==> config.mk <==
export PLATFORM = sky130hd
export DESIGN_NAME = i2c_cfg_sequencer
export DESIGN_NICKNAME = d
export VERILOG_FILES = /design/src/rtl/i2c_cfg_sequencer.sv
export SDC_FILE = /design/constraint.sdc
export NUM_CORES = 1
export LEC_CHECK = 0
export ABC_AREA = 1
export CAP_MARGIN = 20
export CORE_MARGIN = 2
export CORE_UTILIZATION = 44
export DETAILED_ROUTE_END_ITERATION = 16
export PLACE_DENSITY = 0.76
export SLEW_MARGIN = 20
export SYNTH_ARGS = -nofsm -noshare
export SYNTH_HDL_FRONTEND = slang
export SYNTH_SLANG_ARGS = --single-unit
==> constraint.sdc <==
create_clock -name clk_24m -period 4.4 [get_ports clk_24m]
set_clock_uncertainty 0.2 [all_clocks]
set_input_delay 1.1 -clock clk_24m [delete_from_list [all_inputs] [get_ports clk_24m]]
set_output_delay 1.1 -clock clk_24m [all_outputs]
set_load 0.02 [all_outputs]
==> src/rtl/i2c_cfg_sequencer.sv <==
// i2c_cfg_sequencer: walks a ROM table of 32-bit config words into the I2C configure block.
// Defining I2C_SEQ_DELAY_CMD_EN turns 8'hFE words into millisecond delay commands.
module i2c_cfg_sequencer #(
  parameter int unsigned TBL_AW       = 8,
  parameter int unsigned GAP_CYCLES   = 24000,
  parameter int unsigned ACK_TIMEOUT  = 240000,
  parameter int unsigned DONE_TIMEOUT = 2400000,
  parameter logic [31:0] END_WORD     = 32'hFFFF_FFFF
) (
  input  logic              clk_24m,
  input  logic              reset,
  input  logic              start,
  output logic              busy,
  output logic              done,
  output logic              error,
  output logic [TBL_AW-1:0] cur_index,
  output logic [TBL_AW-1:0] tbl_addr,
  input  logic [31:0]       tbl_data,
  output logic              configure_en,
  output logic [31:0]       configure_data,
  input  logic              configure_rdy
);
  localparam int unsigned MAX_AG = ACK_TIMEOUT > GAP_CYCLES ? ACK_TIMEOUT : GAP_CYCLES;
  localparam int unsigned MAXP = DONE_TIMEOUT > MAX_AG ? DONE_TIMEOUT : MAX_AG;
  localparam int CW = $clog2(MAXP + 1);
  typedef enum logic [3:0] {IDLE, FETCH, CHECK, ISSUE, WAIT_DONE, GAP, DELAY, DONE, ERR} state_t;
  state_t state, state_n;
  logic [CW-1:0] cnt;
  logic [TBL_AW-1:0] index;
  logic rdy_m, rdy_s, gap_end, last;
`ifdef I2C_SEQ_DELAY_CMD_EN
  logic [15:0] ms;
`endif
  assign gap_end = cnt >= CW'(GAP_CYCLES - 1);
  assign last = index == {TBL_AW{1'b1}};
  assign tbl_addr = index;
  assign cur_index = index;
  assign configure_en = state == ISSUE;
  always_comb begin
    state_n = state;
    case (state)
      IDLE:      state_n = start ? FETCH : IDLE;
      FETCH:     state_n = cnt != '0 ? CHECK : FETCH;
`ifdef I2C_SEQ_DELAY_CMD_EN
      CHECK:     state_n = configure_data == END_WORD ? DONE :
                           configure_data[31:24] == 8'hFE ? DELAY : rdy_s ? ISSUE : CHECK;
      DELAY:     state_n = ms >= configure_data[15:0] ? GAP : DELAY;
`else
      CHECK:     state_n = configure_data == END_WORD ? DONE : rdy_s ? ISSUE : CHECK;
`endif
      ISSUE:     state_n = !rdy_s ? WAIT_DONE : cnt >= CW'(ACK_TIMEOUT) ? ERR : ISSUE;
      WAIT_DONE: state_n = rdy_s ? GAP : cnt >= CW'(DONE_TIMEOUT) ? ERR : WAIT_DONE;
      GAP:       state_n = !gap_end ? GAP : last ? DONE : FETCH;
      DONE:      state_n = IDLE;
      ERR:       state_n = IDLE;
      default:   state_n = IDLE;
    endcase
  end
  always_ff @(posedge clk_24m) begin
    if (reset) begin
      state <= IDLE;
      cnt <= '0;
      index <= '0;
      configure_data <= '0;
      busy <= 1'b0;
      done <= 1'b0;
      error <= 1'b0;
      rdy_m <= 1'b0;
      rdy_s <= 1'b0;
`ifdef I2C_SEQ_DELAY_CMD_EN
      ms <= '0;
`endif
    end else begin
      rdy_m <= configure_rdy;
      rdy_s <= rdy_m;
      state <= state_n;
      cnt <= (state_n != state || state == IDLE || state == CHECK) ? '0 : cnt + CW'(1);
`ifdef I2C_SEQ_DELAY_CMD_EN
      ms <= state != DELAY ? '0 : ms + 16'(gap_end);
      if (state == DELAY && gap_end) cnt <= '0;
`endif
      if (state == IDLE && start) begin
        busy <= 1'b1;
        done <= 1'b0;
        error <= 1'b0;
        index <= '0;
      end
      if (state == FETCH && cnt != '0) configure_data <= tbl_data;
      if (state == GAP && gap_end && !last) index <= index + TBL_AW'(1);
      if (state == DONE) begin
        busy <= 1'b0;
        done <= 1'b1;
      end
      if (state == ERR) begin
        busy <= 1'b0;
        error <= 1'b1;
      end
    end
  end
endmodule

# [After elaboration in Yosys (flattened, before gate mapping)]
# Cells that the tools add are included.
[word_totals] register_bits=71 in_bits=36
[classes] n_reduce_logical=14 mux=16 eq_ne=10 order_cmp=3 addsub=2
[ops] operator="32-bit equality test, second input constant" n=1
[ops] operator="4-bit case mux with 6 select lines" n=1
[ops] operator="22-bit by 1-bit adder with 22-bit output, second input constant" n=1
[ops] operator="22-bit by 15-bit greater-or-equal comparator with 1-bit output, second input constant" n=1
[ops] operator="22-bit by 18-bit greater-or-equal comparator with 1-bit output, second input constant" n=1
[ops] operator="22-bit greater-or-equal comparator, second input constant" n=1
[ops] operator="22-bit nonzero test" n=1
[ops] operator="4-bit 2-to-1 mux" n=4
[ops] operator="8-bit 2-to-1 mux" n=2
[ops] operator="4-bit by 3-bit equality test with 1-bit output, second input constant" n=3
[ops] operator="3-bit 2-to-1 mux" n=3
[ops] operator="8-bit by 1-bit adder with 8-bit output, second input constant" n=1
[ops] operator="4-bit by 2-bit equality test with 1-bit output, second input constant" n=2
[ops] operator="8-bit equality test, second input constant" n=1
[ops] operator="2-bit nonzero test" n=3
[ops] operator="1-bit 2-to-1 mux" n=5
[ops] operator="4-bit by 1-bit equality test with 1-bit output, second input constant" n=1
[ops] operator="4-bit equality test, second input constant" n=1
[ops] operator="1-bit logical AND" n=4
[ops] operator="4-bit zero test" n=1
[ops] operator="4-bit != test" n=1
[ops] operator="3-bit OR reduction" n=1
[ops] operator="1-bit logical OR" n=2
[ops] operator="2-bit 2-to-1 mux" n=1
[ops] operator="other kinds (2)" n=2

# [Logic depth before layout (Yosys ltp)]
# Gate-level depths: netlist of the first run.
[logic_depth] word_depth=8 depth_mapped=16 ltp_nobuf=14

# [Worst setup path before layout of the first run]
# No wires, ideal clock.
[synth_path] path_type="input -> register" from="in start" to="reg cnt[5]" arrival_ps=2090 path_stages=12 setup_ps=62 required_time_ps=4138 n_path_buf=1 slack_ps=2048 path_cell_list="nand3_1 -> nand2_1 -> inv_1 -> nand2_1 -> nor2_2 -> nand2_1 -> nand2_1 -> nand2_1 -> nor2_1 -> nand2_2 -> buf_6 -> nor2_2"
[synth_via] elab_chain_len=6
[synth_lines] element="start, declared" line_no="12" source="input logic start,"
[synth_lines] element="1-bit 2-to-1 mux" line_no="42" source="IDLE: state_n = start ? FETCH : IDLE;"
[synth_lines] element="4-bit case mux with 6 select lines" line_no="41" source="case (state)"
[synth_lines] element="4-bit != test" line_no="77" source="cnt <= (state_n != state || state == IDLE || state == CHECK) ? '0 : cnt + CW'(1);"
[synth_lines] element="1-bit logical OR (2 in a row)" line_no="77"
[synth_lines] element="2-bit OR reduction (no source line)"
[synth_lines] element="end signal, assigned" line_no="77"
[synth_lines] element="end, declared" line_no="28" source="logic [CW-1:0] cnt;"
# Every way passes these cells.
# A chain may end at the register's enable or synchronous reset.

# [Worst setup path after layout of the first run]
[layout_path] from="reg state[3]" to="out configure_en"
[layout_via] elab_chain_len=1
[layout_lines] element="start, declared" line_no="27" source="state_t state, state_n;"
[layout_lines] element="start signal, assigned" line_no="76" source="state <= state_n;"
[layout_lines] element="4-bit by 2-bit equality test with 1-bit output" line_no="38" source="assign configure_en = state == ISSUE;"
[layout_lines] element="end, declared" line_no="19" source="output logic configure_en,"
# Every way passes these cells.

==> results.py, run 1 <==
metrics = {
    "status": {
        "status": "complete, no violations",
    },
    "power": {
        "p_per_area_mw_per_mm2": 270,
        "ir_worst_vdd_mv": 0.158,
        "p_leak_nw": 1.77,
    },
    "sta": {
        "fmaxAchievable_mhz": 331,
        "worstMarginPinSlew_ns": 0.948,
        "period_share": 0.686,
        "final-max-slew-violation-count": 0,
        "final-hold-violation-count": 0,
        "worst_slew_margin_rel": 0.367,
        "finalSetupTns_ns": 0,
        "grt_setup_unrepaired": "no",
        "fin_crit_ns": 3.02,
        "setup_viol": 0,
    },
    "cts": {
        "clockRootBuffer": "clkbuf_8",
        "cts_buffer_depth": 2,
        "post-cts-setup-buffer-count": 0,
        "clk_latency_ns": 0.34,
        "cts_resized": 0,
        "cts_buffers": 9,
        "htreeDepth": 3,
        "clk_pin_slew_ns": 0.07,
        "cts_hold_buf": 0,
        "tritoncts": "yes",
        "clkSinkCount": 71,
    },
    "floorplanning": {
        "dieArea_mm2": 0.00890,
        "die_y_um": 94.3,
        "ios": 88,
        "initial_core_util": 0.460,
        "coreArea_mm2": 0.00781,
        "rows": 32,
        "die_w_um": 94.3,
    },
    "routing": {
        "finalWirelength_mm": 8.18,
        "met3_length_um": 621,
        "drtIter0Drc": 143,
        "firstDrtPassIters": 6,
        "wl_per_cell_um": 11.6,
        "wl_met2_mm": 3.79,
        "drc_errors": 0,
        "antenna_left": 0,
        "wl_met1_mm": 3.58,
        "vias": 3376,
        "top_layer": "met4",
        "vias_per_cell": 4.77,
    },
    "yosys": {
        "syn-cell-area_mm2": 0.00359,
        "synth.distinct_cells": 24,
        "synth_area_per_cell_um2": 6.80,
        "syn_nets": 567,
        "ys_ff_latch": 71,
        "yosys_warnings": 0,
        "netlist_instances": 528,
        "ys_seq_area_frac": 0.396,
    },
    "cells_and_area": {
        "antennaDiodeCount": 0,
        "num-fill-cells": 731,
        "area_delta_synth_final_pct": 28.2,
        "finalNetCount": 641,
        "multi_input_comb_area_mm2": 0.00181,
        "design_area_mm2": 0.00460,
        "drive_above_1_share": 0.107,
        "register_area_mm2": 0.00142,
    },
    "worst_setup_path": {
        "cp-start-kind": "flip-flop",
        "crit_path_end_kind": "output port",
        "critPathKind": "reg -> out",
        "critPathRequiredTime_ns": 3.10,
        "crit_arrival_ns": 1.72,
        "cp_max_fo": 4,
        "r2r-start": "cnt[0]",
        "r2r_end": "cnt[0]",
        "rrSetupSlack_ns": 1.71,
        "reg2reg_depth": 14,
    },
    "flow_run": {
        "max_cap_viol_count": 0,
    },
    "grt": {
        "grt_max_degree": 36,
        "grt-ovfl-total": 0,
        "grtUsageTotal": 0.200,
        "grt_pass1_wl_mm": 14.3,
        "antenna_found_initial": 0,
        "grt_pass1_vias": 3188,
    },
    "place": {
        "dpl_cell_area_mm2": 0.00444,
        "dp_hpwl_mm": 6.13,
        "gp_congestion": 0.877,
        "port_buffers": 87,
    },
    "worst_hold_path": {
        "holdCritStartpoint": "rdy_m",
        "holdCritPathClass": "reg -> reg",
        "worst_hold_path.endpoint": "rdy_s",
        "hold_depth": 2,
    },
}
power by group:
| group | internal [mW] | switching [mW] | total [mW] |
|---|---|---|---|
| sequential | 0.655 | 0.0107 | 0.666 |
| combinational | 0.0623 | 0.0644 | 0.127 |
| clock | 0.216 | 0.235 | 0.451 |
| total | 0.934 | 0.310 | 1.24 |
metal layers:
| metal | track usage | vias to the layer above |
|---|---|---|
| li1 | - | 1773 |
| met1 | 0.239 | 1509 |
| met2 | 0.321 | 80 |
| met3 | 0.0698 | 14 |
| met4 | 0.0942 | 0 |
| met5 | 0 | - |
layout by cell type (no fill, tap or decap), drive strengths merged, types with 5 or more instances in the layout:
master         count
xnor2              6
nand2            108
dfxtp             71
clkdlybuf4s50     87
a21oi             17
xor2              12
o21ai             36
inv               55
nand3             33
clkbuf            12
nand4              5
nor2             148
sequential cells by signal (all words and copies together) (netlist names):
| name | cells |
|---|---|
| cnt | 22 |
| error | 1 |
| rdy_m | 1 |
| rdy_s | 1 |
| done | 1 |
| cur_index | 8 |
| configure_data | 32 |
| state | 4 |
| busy | 1 |
cells in the mapped netlist:
cell type	number	area share
a21oi_1	17	0.024
buf_4	8	0.017
buf_6	4	0.013
clkbuf_1	11	0.012
clkbuf_2	1	0.0014
dfxtp_1	71	0.40
ha_1	3	0.010
inv_1	50	0.052
inv_2	5	0.0052
nand2_1	102	0.11
nand2_2	6	0.010
nand3_1	31	0.043
nand3_2	2	0.0056
nand4_1	5	0.0087
nor2_1	112	0.12
nor2_2	32	0.056
nor2_4	4	0.013
nor3_1	4	0.0056
nor4_1	2	0.0035
o21ai_0	36	0.050
o22ai_1	1	0.0017
or2_2	3	0.0052
xnor2_1	6	0.015
xor2_1	12	0.029
through the flow:
step / hold WS [ns] / total power [mW] / instances / utilization / setup WS, ns
after CTS: 0.202 / 1.26 / 708 / 0.589 / 1.37
after floorplan: 0.188 / 0.748 / 528 / - / 2.05
after detailed placement: 0.192 / 0.808 / 693 / 0.568 / 1.12
final: 0.202 / 1.24 / 708 / 0.589 / 1.38
after global placement: 0.196 / 0.806 / 693 / 0.568 / 1.17
after global routing: 0.253 / 1.30 / 708 / 0.589 / 1.21
worst max path at each step:
| stage | start | slack, ns | end |
|---|---|---|---|
| final | state[3] | 1.38 | configure_en |
| after global routing | reset | 1.21 | cnt[4] |
| after CTS | state[3] | 1.37 | configure_en |
| after detailed placement | start | 1.12 | cnt[0] |
| after global placement | start | 1.17 | cnt[0] |
| after floorplan | start | 2.05 | cnt[5] |
critical path, stage by stage (launching register included):
cell,delay [ns]
dfxtp_1,0.35
nor2_2,0.19
nand3_1,0.11
inv_2,0.10
clkdlybuf4s50_1,0.62
kinds of logic (layout without fill, tap and decap cells):
kind of cell,count (synthesis),after routing,share of synthesized area
DFF,71,71,0.396
xor gates and xnor gates,18,18,0.0439
and+or+nand+nor,303,303,0.374
buffers and inverters,79,157,0.0997
AOI/OAI and AO/OA,54,54,0.0756
adders and majority gates,3,3,0.0105
layout make-up:
cell class	count	area share
multi-input cells	378	0.393
clock buffers	12	0.0315
well taps	102	0.0277
clock inverters	3	0.00435
repair buffers	87	0.189
flip-flops and latches	71	0.309
inverters	55	0.0449
Power figures use the tool's default switching activity.
==> run 2: changes to the inputs <==
--- a/config.mk
+++ b/config.mk
@@ -10,7 +10,7 @@
 export CORE_MARGIN = 2
 export CORE_UTILIZATION = 44
 export DETAILED_ROUTE_END_ITERATION = 16
-export PLACE_DENSITY = 0.76
+export PLACE_DENSITY = 0.79
 export SLEW_MARGIN = 20
 export SYNTH_ARGS = -nofsm -noshare
 export SYNTH_HDL_FRONTEND = slang
==> constraint.sdc (replaced) <==
create_clock -name clk_24m -period 2.5 [get_ports clk_24m]
set_clock_uncertainty 0.2 [all_clocks]
set_input_delay 0.625 -clock clk_24m [delete_from_list [all_inputs] [get_ports clk_24m]]
set_output_delay 0.625 -clock clk_24m [all_outputs]
set_load 0.02 [all_outputs]
==> run 2 against run 1 <==
Clock-buffer cell count unchanged; global-route usage about the same; final cell count up 0.85%; critical path depth unchanged; routed wire length up 0.92%; die area unchanged; setup slack worse by 1.1 ns; highest routed layer unchanged.
==> results.py, run 2 (same netlist as run 1, synthesis figures left out) <==
metrics = {
    "floorplanning": {
        "ios": 88,
        "initial_core_util": 0.460,
        "rows": 32,
        "coreArea_mm2": 0.00781,
        "die_y_um": 94.3,
        "dieArea_mm2": 0.00890,
        "die_w_um": 94.3,
    },
    "worst_setup_path": {
        "crit_arrival_ns": 1.44,
        "crit_path_start": "state[3]",
        "r2r_end": "cnt[11]",
        "critPathKind": "reg -> out",
        "cp_max_fo": 4,
        "crit_path_end_kind": "output port",
        "critPathRequiredTime_ns": 1.67,
        "cp-start-kind": "flip-flop",
        "reg2reg_depth": 15,
        "rrSetupSlack_ns": 0.29,
        "r2r-start": "cur_index[1]",
    },
    "worst_hold_path": {
        "holdCritStartpoint": "rdy_m",
        "holdCritPathClass": "reg -> reg",
        "hold_depth": 2,
        "worst_hold_path.endpoint": "rdy_s",
    },
    "sta": {
        "final-max-slew-violation-count": 0,
        "grt_setup_unrepaired": "no",
        "worst_slew_margin_rel": 0.729,
        "fin_crit_ns": 2.27,
        "period_share": 0.907,
        "setup_viol": 0,
        "worstMarginPinSlew_ns": 0.404,
        "finalSetupTns_ns": 0,
        "fmaxAchievable_mhz": 441,
        "final-hold-violation-count": 0,
    },
    "cells_and_area": {
        "area_delta_synth_final_pct": 30.6,
        "regMostFlops": "configure_data",
        "antennaDiodeCount": 0,
        "final_common_cell": "nor2_1",
        "design_area_mm2": 0.00469,
        "drive_above_1_share": 0.121,
        "postLayoutCoreUtil": 0.601,
        "finalNetCount": 647,
        "largest_register_ffs": 32,
        "final_cell_mix": "112 x nor2_1, 102 x nand2_1, 86 x clkdlybuf4s50_1",
    },
    "cts": {
        "post-cts-setup-buffer-count": 0,
        "clk_pin_slew_ns": 0.07,
        "htreeDepth": 3,
        "cts_buffers": 9,
        "clkSinkCount": 71,
        "clk_latency_ns": 0.34,
        "cts_buffer_depth": 2,
        "cts_hold_buf": 0,
        "tritoncts": "yes",
        "clockRootBuffer": "clkbuf_8",
    },
    "routing": {
        "antenna_left": 0,
        "firstDrtPassIters": 4,
        "vias_per_cell": 4.77,
        "drc_errors": 0,
        "finalWirelength_mm": 8.25,
        "wl_per_cell_um": 11.6,
        "drtIter0Drc": 88,
        "vias": 3409,
    },
    "place": {
        "port_buffers": 87,
        "dpl_cell_area_mm2": 0.00451,
        "dp_hpwl_mm": 6.10,
        "gp_congestion": 0.892,
    },
    "grt": {
        "grtUsageTotal": 0.200,
        "globalRouteMet3Util": 0.0835,
        "busiest_layer": "met2",
        "grt_pass1_vias": 3280,
        "grt_max_degree": 36,
        "antenna_found_initial": 0,
        "grt-ovfl-total": 0,
        "grt_use_met2": 0.339,
        "grt_pass1_wl_mm": 14.1,
        "gr-usage-met1": 0.228,
    },
    "power": {
        "ir_worst_vdd_mv": 0.306,
        "p_leak_nw": 1.83,
        "p_per_area_mw_per_mm2": 482,
    },
    "status": {
        "status": "complete, no violations",
    },
    "flow_run": {
        "max_cap_viol_count": 0,
    },
}
## run 2: changes by cell type in the layout (fill, tap and decap cells not counted), sizes merged
cell           change
dlygate4sd2        +1
clkdlybuf4s50      -1
buf                +6
clkinvlp           -1
clkinv             +1
## run 2: worst max-delay path: stages (launching register included)
cell and delay (ns):
dfxtp_1 0.35, nor2_2 0.19, nand3_1 0.11, inv_2 0.09, dlygate4sd2_1 0.35
## run 2: layout make-up
cell class / instances / area [um2]
fill: 724 / 3120
multi-input combinational: 378 / 1810
sequential: 71 / 1420
timing repair buffer: 93 / 940
inverter: 55 / 206
clock buffer: 12 / 165
tap: 102 / 128
clock inverter: 3 / 17.5
## run 2: power breakdown
group          switching, mW  internal (mW)
Combinational          0.116          0.120
Sequential            0.0186           1.15
Clock                  0.419          0.433
## run 2: routing by layer
layer | vias up | routed length [um]
li1 | 1791 | -
met1 | 1520 | 3550
met2 | 92 | 3970
met3 | 6 | 632
met4 | 0 | 102
met5 | - | 0
## run 2: through the flow
step | hold WS (ns) | cells | power (mW) | worst slack, ns
after floorplan | 0.188 | 528 | 1.32 | 0.358
after global placement | 0.193 | 699 | 1.43 | 0.205
after detailed placement | 0.208 | 699 | 1.43 | 0.141
after CTS | 0.219 | 714 | 2.28 | 0.231
after global routing | 0.231 | 714 | 2.36 | 0.00202
final | 0.215 | 714 | 2.26 | 0.234
## run 2: worst max-delay path by stage
stage / to / cells after the start / slack (ns)
after floorplan: cnt[10] / 15 / 0.36
final: configure_en / 4 / 0.23
after detailed placement: cnt[11] / 13 / 0.14
after CTS: configure_en / 4 / 0.23
after global placement: cnt[0] / 13 / 0.21
after global routing: cnt[21] / 15 / 0.002
## run 2: repair_timing
action	in CTS	in global routing
resized for setup	1	1
gates cloned	0	0
endpoints found under the setup margin	1	22
==> run 3: changes to the inputs <==
--- a/config.mk
+++ b/config.mk
@@ -6,7 +6,7 @@
 export NUM_CORES = 1
 export LEC_CHECK = 0
 export ABC_AREA = 1
-export CAP_MARGIN = 20
+export CAP_MARGIN = 40
 export CORE_MARGIN = 2
 export CORE_UTILIZATION = 44
 export DETAILED_ROUTE_END_ITERATION = 16
==> results of run 3 <==
No change in the layout: final DEF, timing and power equal those of run 2.
